### src/rtl/fix2float_pipe.sv
// Three-stage signed fixed-point to IEEE-754 single converter with valid/ready flow control.
// Define FIX2FLOAT_RNE_EN for round-to-nearest-even; otherwise the result is truncated toward zero.

module clz32 (
   input  logic [31:0] i_a,
   output logic [5:0]  o_z
);
   always_comb begin
      // NOTE: combinational blocks use blocking assignments and give every output a default first, so no latch is inferred.
      o_z = 6'd32;
      for (int i = 0; i < 32; i++) begin
         if (i_a[i]) o_z = 6'(31 - i);
      end
   end
endmodule

module fix2float_pipe #(
   parameter int FRAC_BITS = 16
) (
   input  logic        clk,
   input  logic        rst,
   input  logic        in_valid,
   output logic        in_ready,
   input  logic [31:0] in_data,
   output logic        out_valid,
   input  logic        out_ready,
   output logic [31:0] out_data
);

`ifdef FIX2FLOAT_RNE_EN
   localparam int NORM_LSB = 0;
`else
   localparam int NORM_LSB = 8;
`endif
   localparam int NORM_W = 32 - NORM_LSB;
   // Biased exponent is 158 - FRAC_BITS - z, always within 96..158, so 8 bits suffice.
   localparam logic [7:0] EXP_BASE = 8'(158 - FRAC_BITS);

   logic                r_v1, r_v2, r_v3;
   logic                r_s1_sign;
   logic [31:0]         r_s1_mag;
   logic                r_s2_sign;
   logic [31:NORM_LSB]  r_s2_norm;
   logic [7:0]          r_s2_exp;
   logic [31:0]         r_out;

   logic                w_go1, w_go2, w_go3;
   logic [5:0]          w_z;
   logic [23:0]         w_mant;
   logic [7:0]          w_exp;
   logic [31:0]         w_pack;

   // A stage can load when it is empty or its contents move on this cycle.
   assign w_go3     = ~r_v3 | out_ready;
   assign w_go2     = ~r_v2 | w_go3;
   assign w_go1     = ~r_v1 | w_go2;
   assign in_ready  = w_go1;
   assign out_valid = r_v3;
   assign out_data  = r_out;

   clz32 u_clz (
      .i_a (r_s1_mag),
      .o_z (w_z)
   );

   always_ff @(posedge clk) begin
      // NOTE: sequential state uses non-blocking assignments only.
      if (rst) begin
         r_v1  <= 1'b0;
         r_v2  <= 1'b0;
         r_v3  <= 1'b0;
         r_out <= 32'h0;
      end else begin
         if (w_go1) r_v1 <= in_valid;
         if (w_go2) r_v2 <= r_v1;
         if (w_go3) begin
            r_v3 <= r_v2;
            if (r_v2) r_out <= w_pack;
         end
      end
   end

   // NOTE: datapath registers carry no reset; their contents are ignored until the matching valid bit is set.
   always_ff @(posedge clk) begin
      if (w_go1 && in_valid) begin
         r_s1_sign <= in_data[31];
         r_s1_mag  <= in_data[31] ? -in_data : in_data;
      end
      if (w_go2 && r_v1) begin
         r_s2_sign <= r_s1_sign;
         r_s2_norm <= NORM_W'((r_s1_mag << w_z) >> NORM_LSB);
         r_s2_exp  <= EXP_BASE - {2'b00, w_z};
      end
   end

   always_comb begin
`ifdef FIX2FLOAT_RNE_EN
      w_mant = {1'b0, r_s2_norm[30:8]}
             + {23'h0, r_s2_norm[7] & ((|r_s2_norm[6:0]) | r_s2_norm[8])};
`else
      w_mant = {1'b0, r_s2_norm[30:8]};
`endif
      // A mantissa carry-out leaves w_mant[22:0] at zero and bumps the exponent.
      w_exp  = r_s2_exp + {7'h0, w_mant[23]};
      // The normalized MSB is clear only for a zero operand, which packs as +0.
      w_pack = r_s2_norm[31] ? {r_s2_sign, w_exp, w_mant[22:0]} : 32'h0;
   end

endmodule

### config.mk
export PLATFORM = sky130hd
export DESIGN_NAME = fix2float_pipe
export DESIGN_NICKNAME = d
export VERILOG_FILES = /design/src/rtl/fix2float_pipe.sv
export SDC_FILE = /design/constraint.sdc
export NUM_CORES = 1
export LEC_CHECK = 0
export BUFFER_PORTS_ARGS = -buffer_cell sky130_fd_sc_hd__buf_4
export CORE_ASPECT_RATIO = 1.25
export CORE_UTILIZATION = 46
export DETAILED_ROUTE_END_ITERATION = 10
export GPL_ROUTABILITY_DRIVEN = 0
export PLACE_DENSITY = 0.72
export SETUP_SLACK_MARGIN = 0.3
export SYNTH_ARGS = -nofsm -noshare
export SYNTH_HDL_FRONTEND = slang
export SYNTH_SLANG_ARGS = --single-unit
### constraint.sdc
create_clock -name clk -period 9.3 [get_ports clk]
set_input_delay 0.465 -clock clk [delete_from_list [all_inputs] [get_ports clk]]
set_output_delay 0.465 -clock clk [all_outputs]
set_load 0.1 [all_outputs]
==> impl_results.md <==
* Mapped Cells at 628
* WHS at 320 ps
* Crit path time final at 4030 ps
* Layout cells sized above 1 at 16.5%
* Fin crit share at 43.3%
* Max Transition Viols Final at 0
* GRT Total Usage at 20.1%
* Relative slew slack at 25.0%
* WS Path Type: flip-flop to flip-flop
* Post-DP HPWL at 9810 um
* DR WL/cell at 15.4 um
* Initial core utilization at 48.0%
* Overflow after GRT at 0
* Yosys reg bits at 101
* Leak at 2.57 nW
* Seq/Total Area, Yosys at 45.4%
* Die area at 0.0133 sq mm
* Fin. Hold Viols at 0
* # Post-CTS Setup Buffers at 0
* Critical Path Source Type: flip-flop
* Max FO, Critical Path at 30
* Peak VDD IR at 77.2 uV
* Die X at 103 um
* Resize count post-CTS at 0
* Clock transition at the registers of the reported paths at 60 ps
* Status: finished clean
* Final setup TNS at 0 ps
* Final #Nets at 711
* First-pass iteration count of the detailed router at 5
* Largest net degree at the start of global routing at 39
* Top FF cell, synth: edfxtp_1
* Number of flops mapped to enable cells by yosys at 66
* Drt first-iter violations at 407
* Vias in the first global route at 4318
* Cts hold-fix bufs at 0
* Tightest Pin Transition at 1120 ps
* Clock skew at 9.20 ps
* Mapped Area at 0.00591 sq mm
* DRC Markers at 0
* Top cell type by total area after synthesis: edfxtp_1
* Worst hold path type: primary input to flip-flop
* WL final at 12900 um
* Combinational Power Share at 23.6%
* Most frequent cells in the layout: nand2_1 (74), buf_4 (72), edfxtp_1 (66)
* Top cells by area in the synthesized netlist: edfxtp_1 (34%), dfxtp_1 (12%), mux2i_1 (9.8%)
* Final cell count without fillers at 842
* Initial antenna violation count at 0
* Pint at 801 uW
* Synthesized Nets at 666
* Ys async rst share at 0%
* Num rows at 45
* CP Capture Type: flip-flop
* Clk_lat worst skew at 350 ps
* N_diodes at 0
* Clock group share of total power at 29.0%
* YS warnings at 0
* Power per cell area at 170 mW/mm^2
* Vias per inst at 5.79
* H-tree levels at 3
* Worst EP required at 9400 ps
* Top Ports at 70
* Area share of the largest cell type after synthesis at 33.5%
* Clock sink total at 101
* DIE HEIGHT at 129 um
* Commonest non-fill, non-tap cell in the layout: nand2_1
* Unique masters post-synth at 59
* Synthesis-to-finish area growth at 15.4%
* CTS Buf Count at 9
* Root Driver: clkbuf_16
* Detail Route Antenna Nets at 0
* Max Root-Sink Buffers at 2
* Net Sw Power at 357 uW
* Setup violators final at 0
* DR vias at 4873
* Global-route wire length before repair at 20600 um
* Sw frac at 30.8%
* Port bufs at 69
* Placed Instances at 826
* CTS tree: built
* Mean Syn Cell Area at 9.42 sq um
* Core box area at 0.0123 sq mm
* Max Cap Viol at 0
* Fmax at 0.248 GHz
* Crit path arrival time at 4130 ps
* RSZ-0062 raised after global routing: false
* Flop pwr share at 47.4%
cell usage after synthesis (3+ instances only):
master / instances
mux2_2: 5
clkbuf_1: 28
o41ai_1: 4
dfxtp_1: 35
and2_1: 5
o31ai_1: 7
or4_1: 4
nor2b_1: 4
nand2b_1: 6
o21a_1: 4
mux2i_1: 58
edfxtp_1: 66
nor4_1: 9
or3_1: 6
a21oi_1: 57
inv_1: 15
nand3_1: 49
a31o_2: 3
nor3_1: 14
o221ai_1: 4
or3_4: 5
o21ai_0: 30
o32ai_1: 3
xnor2_1: 26
buf_1: 9
a221o_1: 4
nand2_1: 74
a31oi_1: 3
nand4_1: 5
nor2_1: 42
xor2_1: 6
final timing paths:
path,endpoint,slack [ps],from,depth (start not counted)
worst min register to register,out_data[4],450,out_data[4],2
worst max register to register,r_s2_norm[28],5270,r_s1_mag[15],8
worst max-delay path,r_s2_norm[28],5270,r_s1_mag[15],8
worst min-delay path,r_s1_mag[0],320,in_data[0],1
state kept, by name (all words and copies together), names as in the netlist:
register,cells
r_s2_exp,8
r_v1,1
r_s2_sign,1
out_valid,1
out_data,32
r_s1_mag,32
r_s1_sign,1
r_v2,1
r_s2_norm,24
area by class of cell:
type / count / area, sq um
clock buffer: 10 / 229
clock inverter: 6 / 37.5
fill: 1098 / 5510
inverter: 15 / 56.3
multi-input combinational: 474 / 3070
sequential: 101 / 2680
tap: 164 / 205
timing repair buffer: 72 / 541
power by group through the flow:
stage	combinational, mW	sequential [mW]	clock, mW
detailed placement	0.269	0.558	0
CTS	0.270	0.548	0.344
global route	0.295	0.553	0.360
floorplan	0.161	0.590	0
global placement	0.266	0.556	0
finish	0.274	0.549	0.335
through the flow:
stage	area, sq um	util [%]	worst slack, ps	total power [mW]
2_1_floorplan	5910	-	5390	0.750
3_3_place_gp	6560	53.2	5380	0.822
3_5_place_dp	6560	53.2	5320	0.826
4_1_cts	6830	55.4	5340	1.16
5_1_grt	6830	55.4	4990	1.21
6_report	6830	55.4	5270	1.16
layer usage:
layer,vias up,wire (um),track usage (%)
met2,225,6170,33.5
li1,2416,-,-
met4,0,600,11.0
met5,-,0,0
met1,2189,5400,24.2
met3,43,770,3.97
critical path, cell delays in order (launching register included):
cell and delay [ps]:
edfxtp_1 470, or4_1 540, o21ai_0 200, nand2_1 580
inv_1 1010, o21ai_0 210, o21ai_0 270, mux2i_1 180
a221o_1 320
cells by family after synthesis:
group | count (synthesis) | synth area share (%)
AOI/OAI and AO/OA | 146 | 15.8
xor gates and xnor gates | 32 | 4.74
adders and majority gates | 2 | 0.423
buffers and inverters | 53 | 3.38
DFF | 101 | 45.4
muxes | 65 | 11.5
and+or+nand+nor | 229 | 18.7
Power figures use the tool's default switching activity.
